[config.mk]
export PLATFORM = sky130hd
export DESIGN_NAME = serial_adder_flat
export DESIGN_NICKNAME = d
export VERILOG_FILES = /design/src/rtl/serial_adder_if.sv /design/src/rtl/serial_adder.sv /design/src/flat_wrapper.sv
export SDC_FILE = /design/constraint.sdc
export NUM_CORES = 1
export LEC_CHECK = 0
export ABC_AREA = 1
export CAP_MARGIN = 10
export CORE_ASPECT_RATIO = 0.8
export CORE_MARGIN = 2
export CORE_UTILIZATION = 25
export CTS_BUF_LIST = sky130_fd_sc_hd__clkbuf_8
export DETAILED_ROUTE_END_ITERATION = 12
export HOLD_SLACK_MARGIN = 0.12
export PLACE_DENSITY = 0.48
export SLEW_MARGIN = 20
export SYNTH_ARGS = -nofsm -noshare
export SYNTH_HDL_FRONTEND = slang
export SYNTH_SLANG_ARGS = --single-unit
[constraint.sdc]
create_clock -name clk -period 2.9 [get_ports clk]
set_clock_uncertainty 0.15 [all_clocks]
set_input_delay 0.58 -clock clk [delete_from_list [all_inputs] [get_ports clk]]
set_output_delay 0.58 -clock clk [all_outputs]
set_load 0.02 [all_outputs]
[src/rtl/serial_adder_if.sv]
// Handshake bundle for serial_adder: operand request side and result side.
// The overflow signal exists only when SERIAL_ADDER_OVERFLOW_EN is defined.
interface serial_adder_if #(
  parameter int WIDTH = 8
);
  logic             in_valid;
  logic             in_ready;
  logic [WIDTH-1:0] data_A;
  logic [WIDTH-1:0] data_B;
  logic             carry_in;
  logic             out_valid;
  logic             out_ready;
  logic [WIDTH-1:0] sum;
  logic             carry_out;
`ifdef SERIAL_ADDER_OVERFLOW_EN
  logic             overflow;
`endif

  modport master (
    output in_valid, data_A, data_B, carry_in, out_ready,
    input  in_ready, out_valid, sum, carry_out
`ifdef SERIAL_ADDER_OVERFLOW_EN
    , input overflow
`endif
  );

  modport slave (
    input  in_valid, data_A, data_B, carry_in, out_ready,
    output in_ready, out_valid, sum, carry_out
`ifdef SERIAL_ADDER_OVERFLOW_EN
    , output overflow
`endif
  );
endinterface

[src/rtl/serial_adder.sv]
// Bit-serial WIDTH-bit adder: one full_adder cell plus a carry register, LSB first.
// Define SERIAL_ADDER_OVERFLOW_EN to add the registered signed-overflow output.
module full_adder (
  input  logic a,
  input  logic b,
  input  logic ci,
  output logic s,
  output logic co
);
  assign s  = a ^ b ^ ci;
  assign co = (a & b) | (ci & (a ^ b));
endmodule

module serial_adder #(
  parameter int WIDTH = 8
) (
  input logic          clk,
  input logic          rst,
  serial_adder_if.slave bus
);
  localparam int                CNT_W    = $clog2(WIDTH + 1);
  localparam logic [CNT_W-1:0] LAST_BIT = CNT_W'(WIDTH - 1);

  typedef enum logic [1:0] {
    IDLE  = 2'd0,
    SHIFT = 2'd1,
    DONE  = 2'd2
  } state_t;

  state_t           state;
  logic [WIDTH-1:0] a_sr;
  logic [WIDTH-1:0] b_sr;
  logic [WIDTH-1:0] sum_r;
  logic [CNT_W-1:0] cnt;
  logic             c;
  logic             carry_r;
  logic             in_ready_r;
  logic             out_valid_r;
  logic             fa_s;
  logic             fa_co;
`ifdef SERIAL_ADDER_OVERFLOW_EN
  logic             ovf_r;
`endif

  full_adder u_fa (
    .a  (a_sr[0]),
    .b  (b_sr[0]),
    .ci (c),
    .s  (fa_s),
    .co (fa_co)
  );

  // Handshake flags are registered alongside the state so they never see
  // a combinational path from in_valid or out_ready.
  always_ff @(posedge clk) begin
    if (rst) begin
      state       <= IDLE;
      in_ready_r  <= 1'b1;
      out_valid_r <= 1'b0;
      a_sr        <= '0;
      b_sr        <= '0;
      sum_r       <= '0;
      cnt         <= '0;
      c           <= 1'b0;
      carry_r     <= 1'b0;
`ifdef SERIAL_ADDER_OVERFLOW_EN
      ovf_r       <= 1'b0;
`endif
    end else begin
      case (state)
        IDLE: begin
          if (bus.in_valid) begin
            a_sr       <= bus.data_A;
            b_sr       <= bus.data_B;
            c          <= bus.carry_in;
            sum_r      <= '0;
            cnt        <= '0;
            in_ready_r <= 1'b0;
            state      <= SHIFT;
          end
        end
        SHIFT: begin
          a_sr  <= {1'b0, a_sr[WIDTH-1:1]};
          b_sr  <= {1'b0, b_sr[WIDTH-1:1]};
          sum_r <= {fa_s, sum_r[WIDTH-1:1]};
          c     <= fa_co;
          cnt   <= cnt + CNT_W'(1);
          if (cnt == LAST_BIT) begin
            // On the MSB cycle c is the carry into bit WIDTH-1 and fa_co the carry out.
            carry_r     <= fa_co;
`ifdef SERIAL_ADDER_OVERFLOW_EN
            ovf_r       <= c ^ fa_co;
`endif
            out_valid_r <= 1'b1;
            state       <= DONE;
          end
        end
        DONE: begin
          if (bus.out_ready) begin
            out_valid_r <= 1'b0;
            in_ready_r  <= 1'b1;
            state       <= IDLE;
          end
        end
        default: begin
          out_valid_r <= 1'b0;
          in_ready_r  <= 1'b1;
          state       <= IDLE;
        end
      endcase
    end
  end

  assign bus.in_ready  = in_ready_r;
  assign bus.out_valid = out_valid_r;
  assign bus.sum       = sum_r;
  assign bus.carry_out = carry_r;
`ifdef SERIAL_ADDER_OVERFLOW_EN
  assign bus.overflow  = ovf_r;
`endif
endmodule

[src/flat_wrapper.sv]
// flat-port wrapper written by rule: the top's interface ports become plain ports
module serial_adder_flat 
#(
  parameter int WIDTH = 8
)
  (clk, rst, bus_in_valid, bus_data_A, bus_data_B, bus_carry_in, bus_out_ready, bus_in_ready, bus_out_valid, bus_sum, bus_carry_out);
  serial_adder_if #(.WIDTH(WIDTH)) bus_i ();
  input logic clk;
  input logic rst;
  input wire logic [$bits(bus_i.in_valid)-1:0] bus_in_valid;
  input wire logic [$bits(bus_i.data_A)-1:0] bus_data_A;
  input wire logic [$bits(bus_i.data_B)-1:0] bus_data_B;
  input wire logic [$bits(bus_i.carry_in)-1:0] bus_carry_in;
  input wire logic [$bits(bus_i.out_ready)-1:0] bus_out_ready;
  output wire logic [$bits(bus_i.in_ready)-1:0] bus_in_ready;
  output wire logic [$bits(bus_i.out_valid)-1:0] bus_out_valid;
  output wire logic [$bits(bus_i.sum)-1:0] bus_sum;
  output wire logic [$bits(bus_i.carry_out)-1:0] bus_carry_out;
  assign bus_i.in_valid = bus_in_valid;
  assign bus_i.data_A = bus_data_A;
  assign bus_i.data_B = bus_data_B;
  assign bus_i.carry_in = bus_carry_in;
  assign bus_i.out_ready = bus_out_ready;
  assign bus_in_ready = bus_i.in_ready;
  assign bus_out_valid = bus_i.out_valid;
  assign bus_sum = bus_i.sum;
  assign bus_carry_out = bus_i.carry_out;
  serial_adder #(.WIDTH(WIDTH)) u_core (.clk(clk), .rst(rst), .bus(bus_i));
endmodule
Word-level counts from Yosys, hierarchy flattened
Index checks and enable logic that the tools add are counted.
{ "classes": {"n_addsub": 1, "eq_ne": 6, "mux": 20, "n_bitwise": 7, "n_reduce_logical": 7} }
{ "op_table": {"columns": ["cell", "count"], "rows": [
  ["$pmux 8 s2", 3],
  ["$mux 8", 3],
  ["$reduce_and 3->1", 3],
  ["$pmux 4 s2", 1],
  ["$mux 2", 3],
  ["$pmux 1 s3", 2],
  ["$pmux 2 s3", 1],
  ["$mux 1", 5],
  ["$add 4x1->4 const B", 1],
  ["$eq 4x3->1 const B", 1],
  ["$mux 4", 1],
  ["$ne 2x2->1 const B", 2],
  ["$reduce_and 2->1", 2],
  ["$and 1x1->1", 2],
  ["$eq 2x1->1 const B", 1],
  ["$eq 2x2->1 const B", 1],
  ["$logic_not 2->1", 1],
  ["$ne 2x1->1 const B", 1],
  ["$not 1->1", 2],
  ["$pmux 1 s2", 1],
  ["$reduce_bool 2->1", 1],
  ["$xor 1x1->1", 2],
  ["$or 1x1->1", 1]
]} }
{ "word_totals": {"regBits": 34, "in_bits": 21, "out_inout_bits": 11, "wordCells": 50} }

Longest topological paths before layout
{ "logic_depth": {"depth_word": 4, "mapped_depth": 7} }

By module
From an unflattened synthesis, not the netlist that was laid out.
{ "hier_totals": {"hier_cells": 223, "hier_area_um2": 1517.7} }
{ "by_module_without_submodules": {"columns": ["module", "instances", "cells_per_inst", "area_each_um2"], "rows": [
  ["serial_adder", 1, 222, 1497.7],
  ["full_adder", 1, 1, 20.0]
]} }

Worst setup path before layout
Ideal clock, no wire load.
{ "synth_timing": {"kind": "input port to flip-flop", "from": "in bus_in_valid", "to": "reg u_core.c", "setup_ns": 0.128, "arrival_ns": 1.217, "required_time_ns": 2.622, "slack_ns": 1.405, "stages": 7, "n_path_buf": 2, "path_cell_list": "buf_2 -> nand2_4 -> nand2_4 -> buf_6 -> nor2_1 -> nor2_1 -> nor2_1"} }
{ "synth_via": {"elab_chain_len": 2} }
{ "synth_rtl": {"columns": ["element", "line", "text"], "rows": [
  ["from (decl)", "flat_wrapper.sv:10", "input wire logic [$bits(bus_i.in_valid)-1:0] bus_in_valid;"],
  ["$ne 2x2->1 (no line)", null, null],
  ["$reduce_and 2->1 (no line)", null, null],
  ["to (signal assigned)", "serial_adder.sv:75", "c <= bus.carry_in;"],
  ["to (signal assigned)", "serial_adder.sv:86", "c <= fa_co;"],
  ["to (decl)", "serial_adder.sv:35", "logic c;"]
]} }
Every way passes these cells.
A chain may end at the register's enable or synchronous reset.

Worst setup path after layout
{ "layout_timing": {"from": "reg u_core.sum_r[5] (netlist: u_core.bus.sum[5])", "to": "out bus_sum[5]"} }
{ "layout_rtl": {"columns": ["element", "line", "text"], "rows": [
  ["from (decl)", "serial_adder.sv:33", "logic [WIDTH-1:0] sum_r;"],
  ["from (signal assigned)", "serial_adder.sv:85", "sum_r <= {fa_s, sum_r[WIDTH-1:1]};"],
  ["to (decl)", "flat_wrapper.sv:17", "output wire logic [$bits(bus_i.sum)-1:0] bus_sum;"]
]} }
No word-level cell between the ends.

==> metrics.md <==
| Metric | Value |
|---|---|
| Setup Slack @ Placement | 0.856 ns |
| Reg area | 681 sq um |
| Clock buffer depth | 2 |
| CP max FO | 3 |
| Hold path startpoint | u_core.bus.carry_out |
| Vias in the first global route | 1292 |
| TritonCTS clock tree | built |
| Hold-fix buffers at CTS | 0 |
| Endpoint class of the critical path | primary output |
| Minimum clock period | 1.99 ns |
| P_sw | 0.000265 W |
| Remaining DRCs | 0 |
| Post-CTS Setup Bufs | 0 |
| Vias per inst | 4.11 |
| Rel. slew slack | 56.9% |
| Pin count of the biggest net entering global routing | 25 |
| Area share of the largest cell type after synthesis | 43.5% |
| Synth top area cells | dfxtp_1 (43%), nand2_1 (16%), nand3_1 (8.3%) |
| Slowest Stage Delay on Critical Path | 0.62 ns |
| CP arrival | 1.26 ns |
| Slew Limit Fails | 0 |
| Sequential Power Share | 49.9% |
| Setup_tns | 0 ns |
| Die height | 74.8 microns |
| Routed len/inst | 11.2 microns |
| PD cells | 495 nW/um^2 |
| Root buf cell | clkbuf_8 |
| Flops & latches, synth | 34 |
| Final Hold Vio Count | 0 |
| Detailed-route via count | 1403 |
| Initial drt markers | 51 |
| Hold crit path type | reg -> reg |
| Total Wirelength | 3820 microns |
| Crit-path cells | clkdlybuf4s50_1 |
| Number of buffers created by CTS | 5 |
| GRT Util Overall | 11.8% |
| Fmax | 501 MHz |
| Most frequent cells in the layout | nand2_1 (67), dfxtp_1 (34), nor2_1 (33) |
| Clk_lat worst skew | 0.28 ns |
| Worst Path Class, Setup | reg -> out |
| Post-Syn Area | 1570 sq um |
| Area leader, netlist | dfxtp_1 |
| Yosys warning count | 0 |
| Synthesized area per cell | 6.84 sq um |
| Layout area overhead | 29.2% |
| First-pass GRT wire length | 6340 microns |
| RSZ-0062 raised after global routing | false |
| Worst setup startpoint | u_core.bus.sum[5] |
| Clock share of power | 35.7% |
| Final period util | 68.8% |
| Antenna Nets Post-Route | 0 |
| Worst vdd ir | 0.000164 V |
| Die W | 92.5 microns |
| Multi-input logic area | 726 sq um |
| Status | finished, final reports clean |
| I/O pin total | 32 |
| Die ar. | 6910 sq um |
| N_diodes | 0 |
| CP Buf/Inv Count | 1 |
| Cell internal pwr | 0.000736 W |
| Post-route setup slack | 0.906 ns |
| Worst Tran Pin Value | 0.646 ns |
| Detailed placer's ending HPWL | 2680 microns |
| Sequential area share after synthesis | 43.5% |
| Max-Cap Viols | 0 |
| Clock tree sinks | 34 |
| P_leak | 0.845 nW |
| Initial antenna violation count | 0 |
| Post-synthesis cell type count | 20 |
| Post-CTS Resized | 0 |
| Comb power frac | 14.3% |
| Layout cells sized above 1 | 9.23% |
| Grt ovf | 0 |
| Routability Congestion | 0.763 |
| First-pass detailed-route iteration total | 4 |
| Startpoint Class | flop |
| Clock transition at path regs | 0.07 ns |
| PortBufs | 31 |
| Core area | 5970 sq um |
| Cell Rows | 25 |
| CTS HTree Levels | 2 |
| Sw Share | 26.4% |
| Syn Inst Count | 229 |
| Synth Net Count | 252 |
| Initial Utilization | 26.2% |
| Nets | 282 |
| Worst reg2reg path startpoint | u_core.state[0] |
| Final-layout fill cell count | 652 |
| Req. time, crit path | 2.17 ns |
| Commonest non-fill, non-tap cell in the layout | nand2_1 |
| Setup violations, final | 0 |
| Delay-heaviest family, CP | buffers and inverters |
| Slowest-stage cell, CP | clkdlybuf4s50_1 |
[cells in the mapped netlist]
cell	n
nand2_1	67
dfxtp_1	34
nor2_1	33
nand3_1	26
inv_1	22
a21oi_1	17
nor2_2	7
buf_2	4
clkbuf_1	3
buf_4	2
buf_6	2
inv_2	2
nand2_4	2
o21ai_0	2
fa_1	1
ha_1	1
nand2_2	1
o21ai_1	1
o21ai_2	1
or2_2	1
[layout make-up]
| class | count | share of cell area [%] |
|---|---|---|
| clock buffers | 6 | 4.08 |
| clock inverters | 2 | 0.433 |
| inverters | 24 | 4.46 |
| multi-input cells | 160 | 35.9 |
| flip-flops and latches | 34 | 33.7 |
| well taps | 81 | 5.01 |
| repair buffers | 34 | 16.5 |
[metrics by stage]
| stage | cell area [sq um] | hold slack [ns] | power [W] | std cells | utilization (%) |
|---|---|---|---|---|---|
| floorplan | 1570 | 0.294 | 0.000603 | 229 | - |
| finish | 2020 | 0.326 | 0.00100 | 341 | 33.8 |
| CTS | 2020 | 0.327 | 0.00102 | 341 | 33.8 |
| global route | 2020 | 0.347 | 0.00106 | 341 | 33.8 |
| detailed placement | 1930 | 0.310 | 0.000655 | 333 | 32.3 |
| global placement | 1930 | 0.308 | 0.000655 | 333 | 32.3 |
[sequential cells by signal, indices dropped and copies added, names as in the netlist]
| register | cells |
|---|---|
| u_core.b_sr | 8 |
| u_core.a_sr | 8 |
| u_core.bus.carry_out | 1 |
| u_core.bus.in_ready | 1 |
| u_core.c | 1 |
| u_core.bus.out_valid | 1 |
| u_core.bus.sum | 8 |
| u_core.state | 2 |
| u_core.cnt | 4 |
[final timing paths]
check                    endpoint  slack [ns]  cells past startpoint
max                    bus_sum[5]        0.91                      1
min          u_core.bus.carry_out        0.33                      2
max reg2reg        u_core.a_sr[7]        1.28                      5
min reg2reg  u_core.bus.carry_out        0.33                      2
[power by group through the flow]
stage / clock [W] / sequential, W / combinational (W)
6_report: 0.000358 / 0.000500 / 0.000143
3_5_place_dp: 0 / 0.000510 / 0.000145
5_1_grt: 0.000393 / 0.000502 / 0.000163
2_1_floorplan: 0 / 0.000510 / 0.0000926
4_1_cts: 0.000371 / 0.000500 / 0.000145
3_3_place_gp: 0 / 0.000510 / 0.000145
[cell families (layout without fill, tap and decap cells)]
logic type / Yosys count / after routing / synth area share, %
compound gates: 21 / 21 / 6.95
flops: 34 / 34 / 43.5
fa+ha+maj: 2 / 2 / 2.08
buf+inv: 35 / 66 / 10.2
simple gates: 137 / 137 / 37.3
[per-layer routing]
metal	routed length (microns)	up-vias	share of wire (%)	global-route usage, %
li1	-	768	-	-
met1	2120	605	56	17.4
met2	1510	28	40	17.1
met3	155	2	4.1	3.00
met4	31	0	0.81	3.48
met5	0	-	0	0
Power figures use the tool's default switching activity.
==> edit 1 (same flow settings) <==
Encoding of `state_t`: now one-hot (3 bits for 3 states).
--- a/src/rtl/serial_adder.sv
+++ b/src/rtl/serial_adder.sv
@@ -21,10 +21,10 @@
   localparam int                CNT_W    = $clog2(WIDTH + 1);
   localparam logic [CNT_W-1:0] LAST_BIT = CNT_W'(WIDTH - 1);
 
-  typedef enum logic [1:0] {
-    IDLE  = 2'd0,
-    SHIFT = 2'd1,
-    DONE  = 2'd2
+  typedef enum logic [2:0] {
+    IDLE  = 3'b001,
+    SHIFT = 3'b010,
+    DONE  = 3'b100
   } state_t;
 
   state_t           state;
Formal check against the unedited RTL: no difference found for any inputs over 10 cycles, from zero or initial values and one cycle with rst high; not proved beyond that.
==> edit 1 against the unedited design <==
Sequential power grew 7.0%; wire length shrank 6.5%; total power grew 7.4%; worst setup slack lost 0.011 ns; largest power group unchanged; sequential share of layout area grew 0.44 points; clock power shrank 1%; area after synthesis grew 3.4%; sequential cell count grew 1; synthesized cell count shrank 0.87%; critical endpoint unchanged; non-clock buffer count shrank 1; design area grew 1.6%.
==> edit 1: results (changes against the unedited design) <==
- Worst-path clk slew: 0.07 ns (about the same)
- Min-Delay Path Class: flop to flop
- Latest clock arrival within the worst-skew pair: 0.28 ns (about the same)
- R2R cell count: 5 (unchanged)
- Htree depth: 2 (unchanged)
- Initial antenna violation count: 0 (unchanged)
- Input/output buffers: 31 (unchanged)
- Crit-path slowest cell: clkdlybuf4s50_1
- Top post-synthesis cells by area: dfxtp_1, nand2_1, nor2_1
- Placer Congestion: 0.685 (-10%)
- Seq/Total Area, Yosys: 43.3% (-0.18 points)
- Fraction of registers with async set/reset: 0% (unchanged)
- Total CTS buffers: 5 (unchanged)
- Post-DP Area: 1970 sq um (+1.9%)
- DRC marker count from the first detailed-route iteration: 101 (+98%)
- Diode count: 0 (unchanged)
- Worst reg2reg setup slack: 1.17 ns (-0.11 ns)
- Lkg Pwr: 0.830 nW (-1.7%)
- Ys flop type: dfxtp_1
- Clock Tree Root: clkbuf_8
- First-pass GRT wire length: 6.14 mm (-3.2%)
- Share of cells above drive strength 1: 7.42% (-1.8 points)
- CP max FO: 3 (unchanged)
- Syn nets: 250 (-0.79%)
- Top cells by count, synth: nand2_1, nor2_1, dfxtp_1
- Via density: 4.15 (+0.79%)
- Nets: 279 (-1.1%)
- Clock buffer depth: 2 (unchanged)
- Worst-case vdd ir drop: 0.141 mV (-14%)
- Hold worst-path end: u_core.bus.in_ready
- # Post-CTS Setup Buffers: 0 (unchanged)
- Critical path's largest stage delay: 0.62 ns (about the same)
- HP Start: u_core.bus.in_ready
- FF-to-FF Start: u_core.state[1]
- Yosys cell types: 23 (+15%)
- Rows: 26 (+4.0%)
- Ys Warns: 0 (unchanged)
- Vias in the first global route: 1336 (+3.4%)
- Worst-Margin Slew: 0.528 ns (-0.118 ns)
- Worst Hold Depth: 2 (unchanged)
- Routed len/inst: 10.5 um (-6.2%)
- DP HPWL: 2.41 mm (-10%)
- Status: completed
- CP delay by family, top: buffers and inverters
- First-pass iteration count of the detailed router: 4 (unchanged)
- FF-to-FF End: u_core.a_sr[5]
- Largest net degree at the start of global routing: 35 (+40%)
- GRT Overall Usage: 10.9% (-0.92 points)
- # fillers: 701 (+7.5%)
- Arrival time worst endpoint: 1.28 ns (+0.02 ns)
- Post-cts resize count: 0 (unchanged)
## edit 1: cells by family (layout without fill, tap and decap cells)
kind of cell	Yosys count	count (layout)	synth area share [%]
and+or+nand+nor	132	132	36.5
buffers and inverters	29	58	9.20
adders and majority gates	2	2	2.01
AOI/OAI and AO/OA	29	29	8.97
DFF	35	35	43.3
## edit 1: cell type report
| type | instances | share of cell area [%] |
|---|---|---|
| Clock buffer | 6 | 4.02 |
| Clock inverter | 1 | 0.244 |
| Inverter | 18 | 3.29 |
| Multi-Input combinational cell | 163 | 37.4 |
| Sequential cell | 35 | 34.1 |
| Tap cell | 84 | 5.12 |
| Timing Repair Buffer | 33 | 15.8 |
## edit 1: stage by stage
| stage | hold slack, ns | worst slack (ns) | utilization, % | instances | total power [mW] |
|---|---|---|---|---|---|
| floorplan | 0.300 | 1.42 | - | 227 | 0.677 |
| global placement | 0.290 | 0.800 | 31.2 | 333 | 0.736 |
| detailed placement | 0.298 | 0.791 | 31.2 | 333 | 0.736 |
| CTS | 0.309 | 0.879 | 32.6 | 340 | 1.10 |
| global route | 0.343 | 0.852 | 32.6 | 340 | 1.15 |
| finish | 0.301 | 0.895 | 32.6 | 340 | 1.08 |
## edit 1: worst max-delay path by stage
stage	startpoint	endpoint	slack [ns]	cells past startpoint
floorplan	rst	u_core.b_sr[2]	1.42	5
global placement	bus_in_valid	u_core.a_sr[2]	0.80	6
detailed placement	bus_in_valid	u_core.a_sr[2]	0.79	6
CTS	u_core.bus.sum[5]	bus_sum[5]	0.88	1
global route	u_core.bus.sum[5]	bus_sum[5]	0.85	1
finish	u_core.bus.sum[5]	bus_sum[5]	0.89	1
## edit 1: per-layer routing
layer,GRT usage [%],part of all wire [%],vias to the layer above,routed length [um]
li1,-,-,770,-
met1,14.9,51,607,1810
met2,16.1,43,28,1530
met3,3.48,5.3,5,190
met4,3.91,1.0,0,37
met5,0,0,-,0
## edit 1: where the power goes
group	leakage [nW]	internal (mW)	total, mW	switching, mW
clock network	0.0470	0.186	0.353	0.167
registers	0.287	0.517	0.535	0.0180
logic	0.497	0.0812	0.187	0.106
total	0.830	0.784	1.08	0.291
## edit 1: worst min-delay path, cell delays in order (launching register included)
cell	delay, ns
dfxtp_1	0.31
nand2_1	0.06
nand2_1	0.04
==> edit 2 (same settings) <==
Made on the original files. `WIDTH` is set to 8 in 3 places; all go to 16.
--- a/src/rtl/serial_adder_if.sv
+++ b/src/rtl/serial_adder_if.sv
@@ -1,7 +1,7 @@
 // Handshake bundle for serial_adder: operand request side and result side.
 // The overflow signal exists only when SERIAL_ADDER_OVERFLOW_EN is defined.
 interface serial_adder_if #(
-  parameter int WIDTH = 8
+  parameter int WIDTH = 16
 );
   logic             in_valid;
   logic             in_ready;
--- a/src/rtl/serial_adder.sv
+++ b/src/rtl/serial_adder.sv
@@ -12,7 +12,7 @@
 endmodule
 
 module serial_adder #(
-  parameter int WIDTH = 8
+  parameter int WIDTH = 16
 ) (
   input logic          clk,
   input logic          rst,
--- a/src/flat_wrapper.sv
+++ b/src/flat_wrapper.sv
@@ -1,7 +1,7 @@
 // flat-port wrapper written by rule: the top's interface ports become plain ports
 module serial_adder_flat 
 #(
-  parameter int WIDTH = 8
+  parameter int WIDTH = 16
 )
   (clk, rst, bus_in_valid, bus_data_A, bus_data_B, bus_carry_in, bus_out_ready, bus_in_ready, bus_out_valid, bus_sum, bus_carry_out);
   serial_adder_if #(.WIDTH(WIDTH)) bus_i ();
Ports: changed (resized bus_data_A, bus_data_B and bus_sum); port bits go from 32 to 56. No check against the original RTL was run, so the function may have changed too.
==> edit 2 against the unedited design <==
Total power grew 80%; first-iteration DRC count rose by 120%; area after synthesis is 71% higher; worst setup slack worse by 0.068 ns; wire length is 91% higher; maximum frequency is 3.3% lower; sequential cell count grew 25; final cell count up 73%; count of clock-buffer cells in the layout rose by 6; design area is 74% higher; largest power group unchanged; sequential share of layout area is 0.13 points lower.
==> edit 2: results (changes against the unedited design) <==
- Status: completed
- Total CTS buffers: 9 (+4)
- Crit path launch type: flop
- Critical Path Sink: bus_sum[15]
- Ys flop type: dfxtp_1
- Syn nets: 438 (+74%)
- Routed len/inst: 12.3 um (+10%)
- Worst reg2reg setup slack: 0.94 ns (-0.34 ns)
- Met3 Usage GRT: 3.70% (+0.69 points)
- Via Count: 2580 (+84%)
- Share of cells above drive strength 1: 6.24% (-3.0 points)
- Met3 wire len: 295 um (+90%)
- Htree depth: 3 (+1)
- HP Start: u_core.cnt[0]
- M2 GR Usage: 20.5% (+3.4 points)
- Ys Warns: 0 (unchanged)
- R2R cell count: 6 (+1)
- Vias in the first global route: 2347 (+82%)
- Crit-path slowest cell: clkdlybuf4s50_1
- Input/output buffers: 55 (+77%)
- Max-cap violations: 0 (unchanged)
- Part of the cycle the worst path needs: 71.1% (+2.4 points)
- Nets: 485 (+72%)
- Hold worst-path end: u_core.cnt[0]
- Worst Hold Depth: 1 (-1)
- Yosys cell types: 19 (-5.0%)
- GR Util met1: 17.6% (+0.19 points)
- Lkg Pwr: 1.50 nW (+78%)
- DP HPWL: 4.58 mm (+71%)
- Worst-Margin Slew: 0.706 ns (+0.0597 ns)
- Arrival time worst endpoint: 1.33 ns (+0.07 ns)
- # fillers: 1146 (+76%)
- Met2 WL: 3.17 mm (+110%)
- GRT Overall Usage: 13.0% (+1.2 points)
- Seq/Total Area, Yosys: 44.1% (+0.61 points)
- Setup crit start: u_core.bus.sum[15]
- Placer Congestion: 0.702 (-7.9%)
- FF-to-FF Start: u_core.state[1]
- Metal-1 WL: 3.74 mm (+77%)
- Largest net degree at the start of global routing: 40 (+60%)
- FF-to-FF End: u_core.a_sr[15]
- Worst-case vdd ir drop: 0.172 mV (+4.8%)
- Top post-synthesis cells by area: dfxtp_1, nand3_1, nand2_1
- Top cells by count, synth: nand2_1, nand3_1, dfxtp_1
- Latest clock arrival within the worst-skew pair: 0.33 ns (+0.05 ns)
- DRC marker count from the first detailed-route iteration: 113 (+120%)
- Dpl ws: 0.776 ns (-0.0809 ns)
edit 2: cell count changes in the layout (fill, tap and decap cells not counted), moves of 2 or more:
| cell | delta |
|---|---|
| nand3_1 | +63 |
| nand2_1 | +26 |
| dfxtp_1 | +25 |
| clkdlybuf4s50_1 | +24 |
| inv_1 | +22 |
| nor2_1 | +12 |
| a21oi_1 | +8 |
| clkbuf_8 | +6 |
| nor2_2 | -6 |
| buf_4 | +5 |
| o21ai_0 | +3 |
| nand2_4 | -2 |
edit 2: through the flow:
stage	std cells	hold WS (ns)	util, %	instance area (sq um)
after detailed placement	574	0.315	32.4	3340
final	589	0.330	34.1	3520
after floorplan	398	0.298	-	2680
after CTS	589	0.330	34.1	3520
after global placement	574	0.316	32.4	3340
after global routing	589	0.345	34.1	3520
edit 2: power by group:
group | switching (mW) | total, mW | internal (mW) | leakage, nW
sequential | 0.0193 | 0.865 | 0.846 | 0.481
clock | 0.316 | 0.685 | 0.369 | 0.0994
combinational | 0.145 | 0.248 | 0.103 | 0.922
total | 0.479 | 1.80 | 1.32 | 1.50
edit 2: layout make-up:
| type | count | area share [%] |
|---|---|---|
| flip-flops and latches | 59 | 33.5 |
| clock buffers | 12 | 4.69 |
| repair buffers | 63 | 17.3 |
| inverters | 45 | 4.80 |
| clock inverters | 3 | 0.391 |
| multi-input cells | 267 | 34.3 |
| well taps | 140 | 4.97 |
edit 2: kinds of logic after synthesis:
group | count (synthesis) | share of synthesized area [%]
and+or+nand+nor | 234 | 37.5
buffers and inverters | 72 | 11.1
AOI/OAI and AO/OA | 30 | 5.60
adders and majority gates | 3 | 1.68
DFF | 59 | 44.1
